===== config.mk =====
export PLATFORM = sky130hd
export DESIGN_NAME = rename_stage_flat
export DESIGN_NICKNAME = d
export VERILOG_FILES = /design/src/rtl/dispatch_pkg.sv /design/src/rtl/rename_stage_if.sv /design/src/rtl/rename_stage_tag_prefetch_buffer.sv /design/src/rtl/rename_stage.sv /design/src/flat_wrapper.sv
export SDC_FILE = /design/constraint.sdc
export NUM_CORES = 1
export LEC_CHECK = 0
export ABC_AREA = 0
export BUFFER_PORTS_ARGS = -buffer_cell sky130_fd_sc_hd__buf_2
export CAP_MARGIN = 20
export CORE_MARGIN = 3
export CORE_UTILIZATION = 40
export DETAILED_ROUTE_END_ITERATION = 12
export HOLD_SLACK_MARGIN = 0.1
export SYNTH_ARGS = -nofsm -noshare
export SYNTH_HDL_FRONTEND = slang
export SYNTH_HIERARCHICAL = 1
export SYNTH_SLANG_ARGS = --single-unit

===== constraint.sdc =====
create_clock -name clk -period 6 [get_ports clk]
set_clock_uncertainty 0.15 [all_clocks]
set_input_delay 0.9 -clock clk [delete_from_list [all_inputs] [get_ports clk]]
set_output_delay 0.9 -clock clk [all_outputs]
set_load 0.01 [all_outputs]

===== src/rtl/dispatch_pkg.sv =====
// Shared dispatch types: tag/register widths, holder states, RST entry.
// Used by the rename stage and its tag prefetch buffer.
package dispatch_pkg;

  localparam int TAG_WIDTH     = 6;
  localparam int NUM_ARCH_REGS = 32;
  localparam int AREG_WIDTH    = 5;

  typedef logic [TAG_WIDTH-1:0]  tag_t;
  typedef logic [AREG_WIDTH-1:0] areg_t;

  typedef enum logic [1:0] {
    HOLD_EMPTY = 2'd0,
    HOLD_WAIT  = 2'd1,
    HOLD_FULL  = 2'd2
  } hold_state_e;

  typedef struct packed {
    logic valid;
    tag_t tag;
  } rst_entry_t;

endpackage


===== src/rtl/rename_stage_if.sv =====
// Dispatch bundle between the decoder and the rename stage.
// master = decoder side, slave = rename stage.
interface rename_stage_if
  import dispatch_pkg::*;
();

  logic  disp_valid;
  logic  disp_ready;
  areg_t rs_addr;
  areg_t rt_addr;
  areg_t rd_addr;
  logic  rd_write;
  tag_t  rs_tag;
  tag_t  rt_tag;
  logic  rs_pend;
  logic  rt_pend;
  tag_t  rd_tag;
  logic  disp_fire;

  modport master (
    output disp_valid, rs_addr, rt_addr,
    output rd_addr, rd_write,
    input  disp_ready, rs_tag, rt_tag,
    input  rs_pend, rt_pend, rd_tag,
    input  disp_fire
  );

  modport slave (
    input  disp_valid, rs_addr, rt_addr,
    input  rd_addr, rd_write,
    output disp_ready, rs_tag, rt_tag,
    output rs_pend, rt_pend, rd_tag,
    output disp_fire
  );

endinterface


===== src/rtl/rename_stage_tag_prefetch_buffer.sv =====
// Holds one prefetched free tag popped from the free-tag FIFO.
// FIFO data arrives one cycle after the pop request.
module tag_prefetch_buffer
  import dispatch_pkg::*;
(
  input  logic clk,
  input  logic reset,
  input  logic flush,
  input  logic consume,
  input  logic ef_tf,
  input  tag_t tagout_tf,
  output logic ren_tf,
  output tag_t hold_tag,
  output logic full
);

  hold_state_e state, state_nx;

  // State register and tag capture; flush drops any in-flight tag
  always_ff @(posedge clk) begin
    if (reset) begin
      state    <= HOLD_EMPTY;
      hold_tag <= '0;
    end else begin
      state <= state_nx;
      if (flush)
        hold_tag <= '0;
      else if (state == HOLD_WAIT)
        hold_tag <= tagout_tf;
    end
  end

  // Next state and pop request
  always_comb begin
    state_nx = state;
    ren_tf   = 1'b0;
    if (reset || flush) begin
      state_nx = HOLD_EMPTY;
    end else begin
      unique case (state)
        HOLD_EMPTY: begin
          ren_tf = ~ef_tf;
          if (ren_tf)
            state_nx = HOLD_WAIT;
        end
        HOLD_WAIT: state_nx = HOLD_FULL;
        HOLD_FULL: begin
          if (consume) begin
            ren_tf   = ~ef_tf;
            state_nx = ren_tf ? HOLD_WAIT
                              : HOLD_EMPTY;
          end
        end
        default: state_nx = HOLD_EMPTY;
      endcase
    end
  end

  assign full = (state == HOLD_FULL);

endmodule


===== src/rtl/rename_stage.sv =====
// Register rename stage: RST lookup, rd tag allocation, CDB clear.
// Optional macro CDB_BYPASS_EN forwards same-cycle CDB clears to lookups.
module rename_stage
  import dispatch_pkg::*;
(
  input  logic clk,
  input  logic reset,
  input  logic flush,
  rename_stage_if.slave disp,
  input  tag_t cdb_tag,
  input  logic cdb_tag_valid,
  input  tag_t tagout_tf,
  input  logic ef_tf,
  output logic ren_tf
);

  rst_entry_t rst_q [NUM_ARCH_REGS];
  rst_entry_t rs_e, rt_e;
  tag_t hold_tag;
  logic full, alloc, fire, consume;
  logic rs_byp, rt_byp;

  assign alloc = disp.rd_write & (disp.rd_addr != '0);
  assign disp.disp_ready = ~flush & ~reset
                         & (~alloc | full);
  assign fire = disp.disp_valid & disp.disp_ready;
  assign consume = fire & alloc;
  assign disp.disp_fire = fire;
  assign disp.rd_tag = consume ? hold_tag : '0;

  tag_prefetch_buffer u_pf (
    .clk       (clk),
    .reset     (reset),
    .flush     (flush),
    .consume   (consume),
    .ef_tf     (ef_tf),
    .tagout_tf (tagout_tf),
    .ren_tf    (ren_tf),
    .hold_tag  (hold_tag),
    .full      (full)
  );

  assign rs_e = rst_q[disp.rs_addr];
  assign rt_e = rst_q[disp.rt_addr];

`ifdef CDB_BYPASS_EN
  assign rs_byp = cdb_tag_valid & (rs_e.tag == cdb_tag);
  assign rt_byp = cdb_tag_valid & (rt_e.tag == cdb_tag);
`else
  assign rs_byp = 1'b0;
  assign rt_byp = 1'b0;
`endif

  assign disp.rs_pend = rs_e.valid & ~rs_byp
                      & (disp.rs_addr != '0);
  assign disp.rt_pend = rt_e.valid & ~rt_byp
                      & (disp.rt_addr != '0);
  assign disp.rs_tag = disp.rs_pend ? rs_e.tag : '0;
  assign disp.rt_tag = disp.rt_pend ? rt_e.tag : '0;

  // RST update: CDB clears first, rename write overrides
  always_ff @(posedge clk) begin
    if (reset) begin
      for (int i = 0; i < NUM_ARCH_REGS; i++)
        rst_q[i] <= '0;
    end else if (flush) begin
      for (int i = 0; i < NUM_ARCH_REGS; i++)
        rst_q[i].valid <= 1'b0;
    end else begin
      for (int i = 0; i < NUM_ARCH_REGS; i++)
        if (cdb_tag_valid && rst_q[i].valid
            && rst_q[i].tag == cdb_tag)
          rst_q[i].valid <= 1'b0;
      if (consume)
        rst_q[disp.rd_addr] <= '{valid: 1'b1,
                                 tag: hold_tag};
    end
  end

endmodule

===== src/flat_wrapper.sv =====
// flat-port wrapper written by rule: the top's interface ports become plain ports
module rename_stage_flat import dispatch_pkg::*;
  (clk, reset, flush, cdb_tag, cdb_tag_valid, tagout_tf, ef_tf, ren_tf, disp_disp_valid, disp_rs_addr, disp_rt_addr, disp_rd_addr, disp_rd_write, disp_disp_ready, disp_rs_tag, disp_rt_tag, disp_rs_pend, disp_rt_pend, disp_rd_tag, disp_disp_fire);
  rename_stage_if disp_i ();
  input  logic clk;
  input  logic reset;
  input  logic flush;
  input  tag_t cdb_tag;
  input  logic cdb_tag_valid;
  input  tag_t tagout_tf;
  input  logic ef_tf;
  output logic ren_tf;
  input wire logic [$bits(disp_i.disp_valid)-1:0] disp_disp_valid;
  input wire logic [$bits(disp_i.rs_addr)-1:0] disp_rs_addr;
  input wire logic [$bits(disp_i.rt_addr)-1:0] disp_rt_addr;
  input wire logic [$bits(disp_i.rd_addr)-1:0] disp_rd_addr;
  input wire logic [$bits(disp_i.rd_write)-1:0] disp_rd_write;
  output wire logic [$bits(disp_i.disp_ready)-1:0] disp_disp_ready;
  output wire logic [$bits(disp_i.rs_tag)-1:0] disp_rs_tag;
  output wire logic [$bits(disp_i.rt_tag)-1:0] disp_rt_tag;
  output wire logic [$bits(disp_i.rs_pend)-1:0] disp_rs_pend;
  output wire logic [$bits(disp_i.rt_pend)-1:0] disp_rt_pend;
  output wire logic [$bits(disp_i.rd_tag)-1:0] disp_rd_tag;
  output wire logic [$bits(disp_i.disp_fire)-1:0] disp_disp_fire;
  assign disp_i.disp_valid = disp_disp_valid;
  assign disp_i.rs_addr = disp_rs_addr;
  assign disp_i.rt_addr = disp_rt_addr;
  assign disp_i.rd_addr = disp_rd_addr;
  assign disp_i.rd_write = disp_rd_write;
  assign disp_disp_ready = disp_i.disp_ready;
  assign disp_rs_tag = disp_i.rs_tag;
  assign disp_rt_tag = disp_i.rt_tag;
  assign disp_rs_pend = disp_i.rs_pend;
  assign disp_rt_pend = disp_i.rt_pend;
  assign disp_rd_tag = disp_i.rd_tag;
  assign disp_disp_fire = disp_i.disp_fire;
  rename_stage u_core (.clk(clk), .reset(reset), .flush(flush), .disp(disp_i), .cdb_tag(cdb_tag), .cdb_tag_valid(cdb_tag_valid), .tagout_tf(tagout_tf), .ef_tf(ef_tf), .ren_tf(ren_tf));
endmodule

After elaboration in Yosys (flattened, before gate mapping):

Memories as Yosys holds them, arrays and structs flattened.
Index checks and enable logic that the tools add are counted.

* register bits after elaboration: 8
* bits in latches: 0
* memory bits (writable): 224
* bits in read-only memories: 0
* output and inout port bits: 23
* logic and storage cells: 398
* memories kept: 1

* add/subtract/negate cells: 0
* $mul: 0
* divide/modulo/power cells: 0
* order comparisons: 0
* equal/unequal tests: 36
* shifts and indexed selects: 0
* muxes and demuxes: 211
* bitwise gates (word level): 76
* reductions and logical operators: 72

Memory list
* u_core.rst_q: words 32, width 7, rd ports 34, clocked after memory_dff 0, wr ports 33, line rename_stage.sv:17 `rst_entry_t rst_q [NUM_ARCH_REGS];`

Operator list (count)
* 1-bit two-way mux: 204
* 6-bit == test: 32
* 1-bit OR: 65
* 1-bit logical AND: 64
* 6-bit two-way mux: 3
* 5-bit nonzero test: 3
* 1-bit bitwise AND: 7
* 2-bit case mux with 3 select lines: 1
* 2-bit two-way mux: 2
* 2-bit != test, second input constant: 2
* 1-bit inverter: 4
* 2-bit OR reduction: 2
* 2-bit by 1-bit == test with 1-bit output, second input constant: 1
* 2-bit == test, second input constant: 1
* 2-bit logical NOT: 1
* 1-bit case mux with 2 select lines: 1
* 2-bit AND reduction: 1
* 1-bit logical OR: 1

Depth between registers and ports, before layout:

* depth in word-level cells: 11
* depth in mapped cells: 9

Cells and area by module:

The synthesis kept the hierarchy.

Modules (own cells, without submodules)
* rename_stage: instances 1, cells each 1154, area each 14408.8 um2, seq. area each 6386.1 um2
* tag_prefetch_buffer: instances 1, cells each 30, area each 310.3 um2, seq. area each 160.2 um2

Worst setup path after synthesis:

No wires, ideal clock.

* path kind: in2out
* from: in disp_rt_addr[0]
* to: out disp_rt_tag[4]
* arrival time: 2445 ps
* slack: 2505 ps
* stages on the path: 8
* buffers on the path: 4
* cells stage by stage: buf_4 buf_6 buf_6 buf_2 mux4_2 a22o_1 o31ai_1 a31oi_1

* word-level cells in the longest chain between the ends: 3
* elaborated cells between the ends (all ways): 4
* classes of those cells: mux: 1; bitwise: 1; reduce/logical: 1; memory: 1

RTL lines
* from (decl): line flat_wrapper.sv:15 `input wire logic [$bits(disp_i.rt_addr)-1:0] disp_rt_addr;`
* memory 32 x 7 bit / 5-bit nonzero test (equally long branches)
* 1-bit bitwise AND: line rename_stage.sv:57 `& (disp.rt_addr != '0);`
* 6-bit two-way mux *: line rename_stage.sv:59 `assign disp.rt_tag = disp.rt_pend ? rt_e.tag : '0;`
* to (decl): line flat_wrapper.sv:20 `output wire logic [$bits(disp_i.rt_tag)-1:0] disp_rt_tag;`

Mark *: on every way between the ends. The rest lies on a longest branch, timed or not.

Final worst setup path:

* from: in disp_rs_addr[0]
* to: out disp_rs_tag[1]

* word-level cells in the longest chain between the ends: 3
* elaborated cells between the ends (all ways): 4
* classes of those cells: mux: 1; bitwise: 1; reduce/logical: 1; memory: 1

RTL lines
* from (decl): line flat_wrapper.sv:14 `input wire logic [$bits(disp_i.rs_addr)-1:0] disp_rs_addr;`
* memory 32 x 7 bit / 5-bit nonzero test (equally long branches)
* 1-bit bitwise AND: line rename_stage.sv:55 `& (disp.rs_addr != '0);`
* 6-bit two-way mux *: line rename_stage.sv:58 `assign disp.rs_tag = disp.rs_pend ? rs_e.tag : '0;`
* to (decl): line flat_wrapper.sv:19 `output wire logic [$bits(disp_i.rs_tag)-1:0] disp_rs_tag;`

Marks and branches as above.

==> impl_metrics.json <==
{
  "post_cts_resized": 0,
  "viasPerCell": 6.02,
  "layout-drive-gt1-share_pct": 23.0,
  "ys_ff_latch": 231,
  "slew_headroom_pct": 32.7,
  "synth_edf_count": 192,
  "vias": 10000,
  "die_area_um2": 39100,
  "cts_hold_buf": 0,
  "drt_iter0_drc": 877,
  "fin_setup_tns_ns": 0,
  "row_count": 69,
  "gr-total-overflow": 0,
  "cp_common_cell": "buf_2",
  "start_util_pct": 41.0,
  "crit_fanout": 29,
  "syn_avg_cell_area_um2": 12.4,
  "status": "finished clean",
  "grt-busiest-layer": "met2",
  "cts_setup_buffers": 0,
  "ios": 57,
  "cp.required_ns": 4.95,
  "yosysMostFrequentCell": "and2_1",
  "synth_cell_type_count": 50,
  "max-vdd-ir-drop_mv": 0.150,
  "hold_path.class": "register to register",
  "cap_violations": 0,
  "place_congestion": 0.906,
  "grt_pass1_wl_mm": 64.9,
  "period_needed_ns": 4.39,
  "synth_top_area_share_pct": 39.2,
  "die_w_um": 198,
  "netlist_top_cells_area": "edfxtp_1 39%, mux4_2 16%, and2_1 8.2%, xnor2_1 5.5%, xor2_1 5.5%",
  "setup.worst_path.start_class": "input port",
  "ys_warn_count": 6,
  "netlist_instances": 1184,
  "gr-usage-all-layers_pct": 22.4,
  "grt_pass1_vias": 9764,
  "gr-usage-met2_pct": 38.1,
  "dp_slack_ns": 1.60,
  "antenna_found_initial": 2,
  "cts.clk_slew.worst_paths_ns": 0.06,
  "htree_levels": 1,
  "rsz0062_at_grt": "no",
  "core-area_um2": 35900,
  "drv_slew": 0,
  "power_w": 0.00406,
  "fmax_mhz": 228,
  "tightest_slew_ns": 1.01,
  "dp.cells": 1618,
  "power_leakage_nw": 5.83,
  "yosys.area.top_type": "edfxtp_1",
  "grt_start_max_net_pins": 60,
  "stdcell_count": 1667,
  "drtAntennaViolNets": 0,
  "die_h_um": 198,
  "synth_common_cells": "193 x and2_1, 192 x edfxtp_1, 103 x mux4_2, 93 x xnor2_1, 93 x xor2_1",
  "root_buffer": "clkbuf_16",
  "area_delta_synth_final_pct": 9.97,
  "setup_ws_ns": 1.61,
  "routed_wl_mm": 44.3,
  "end_kind": "primary output",
  "p_per_area_nw_per_um2": 251,
  "insertion_delay_ns": 0.53,
  "final_cell_area_um2": 16200,
  "numCtsBuffers": 26,
  "nets": 1219,
  "synth_area_um2": 14700,
  "slowest_stage": "buf_2",
  "placed_area_um2": 15200,
  "seq_area_frac_synth_pct": 44.5,
  "critical_path_class": "input port to primary output",
  "hold_viol_final": 0,
  "wl_per_cell_um": 26.6,
  "met3_usage_pct": 4.19,
  "dr.pass1.iters": 5,
  "setup_viol": 0,
  "cts_tree": "done",
  "dp_hpwl_mm": 30.4,
  "cpPeakStageDelay_ns": 0.60,
  "synth_ff_type": "edfxtp_1",
  "crit_arrival_ns": 3.34,
  "port_buffers": 56,
  "min_period_over_period_pct": 73.2,
  "clock_path_buffers": 3,
  "use_met1_pct": 29.2,
  "ys_async_sr_fraction_pct": 0,
  "drc": 0,
  "cts_sinks": 231,
  "critical_path.cell_chain": "buf_2, buf_4, mux4_2, mux2i_1, o22ai_1, a21oi_1, nor2_1, buf_2"
}
state kept, by name (all words and copies together) (netlist names):
signal	count
u_core/u_pf/hold_tag	6
u_core/u_pf/state	2
u_core/rst_q	223
metal layers:
layer | up-vias | wire [um]
li1 | 4369 | -
met1 | 5067 | 17400
met2 | 504 | 21900
met3 | 92 | 3600
met4 | 2 | 1360
met5 | - | 13
kinds of logic (layout without fill, tap and decap cells):
logic type             after synthesis  after routing  share of synthesized area (%)
other                                1              7                         0.0255
multiplexers                       161            161                           21.0
XOR/XNOR                           186            186                           11.1
buffers and inverters              108            124                           3.54
AO/OA/AOI/OAI                       71             71                           3.09
AND/OR/NAND/NOR                    426            426                           16.8
flip-flops                         231            231                           44.5
power by group:
group | switching, W | internal, W
clock network | 0.000633 | 0.00112
logic | 0.000251 | 0.000205
registers | 0.0000653 | 0.00178
total | 0.000949 | 0.00311
cell usage in the layout (no fill, tap or decap), types with 2 or more instances in the layout:
cell type  Yosys  final
and2_1       193    193
edfxtp_1     192    192
mux4_2       103    103
xor2_1        93     93
xnor2_1       93     93
buf_2         18     55
nor2_1        44     43
o22ai_1       42     42
nand2_1       41     41
or2_2         37     37
mux2i_1       37     37
nor4_1        35     35
dfxtp_1       39     35
nand4_1       31     31
clkbuf_16      0     27
buf_4         11     19
nor2b_1       13     13
a21oi_1       11     11
mux2_2        10     10
mux4_1        10     10
nand2b_1       9      9
clkbuf_8       0      7
clkbuf_1      55      6
conb_1         1      6
bufinv_16      0      5
a211oi_1       5      5
nor2_2         4      5
nand3_1        4      4
dfxtp_2        0      4
nand3b_1       3      3
or3b_1         3      3
clkinv_2       0      2
inv_1          2      2
o2111ai_1      2      2
a31oi_1        2      2
or3_1          2      2
per-stage QoR:
step                      util [%]  hold WS (ns)
after global routing          45.1         0.343
after floorplan                  -         0.289
after detailed placement      42.4         0.308
after CTS                     45.1         0.317
final                         45.1         0.322
after global placement        42.4         0.305
worst paths after layout:
| path | startpoint | endpoint | slack, ns | depth (start not counted) |
|---|---|---|---|---|
| setup / recovery | disp_rs_addr[0] | disp_rs_tag[1] | 1.61 | 8 |
| hold / removal | u_core/rst_q[21][6]$_SDFFE_PP1P_ | u_core/rst_q[21][6]$_SDFFE_PP1P_ | 0.32 | 2 |
| setup reg to reg | u_core/u_pf/state[0]$_SDFFE_PP0P_ | u_core/rst_q[17][5]$_SDFFCE_PN0P_ | 3.39 | 6 |
| hold reg to reg | u_core/rst_q[21][6]$_SDFFE_PP1P_ | u_core/rst_q[21][6]$_SDFFE_PP1P_ | 0.32 | 2 |
layout make-up:
cell class	count	area, um^2
antenna	1	2.50
clock buffer	40	795
clock inverter	8	164
fill	3243	19700
inverter	2	7.51
multi-input combinational	850	7670
sequential	231	6550
tap	461	577
timing repair buffer	74	418
worst max-delay path: cells and delay by family:
family	cells	cell delay, ns
buffers and inverters	3	1.27
multiplexers	2	0.83
AND/OR/NAND/NOR	1	0.05
AO/OA/AOI/OAI	2	0.28
Power figures use the tool's default switching activity.
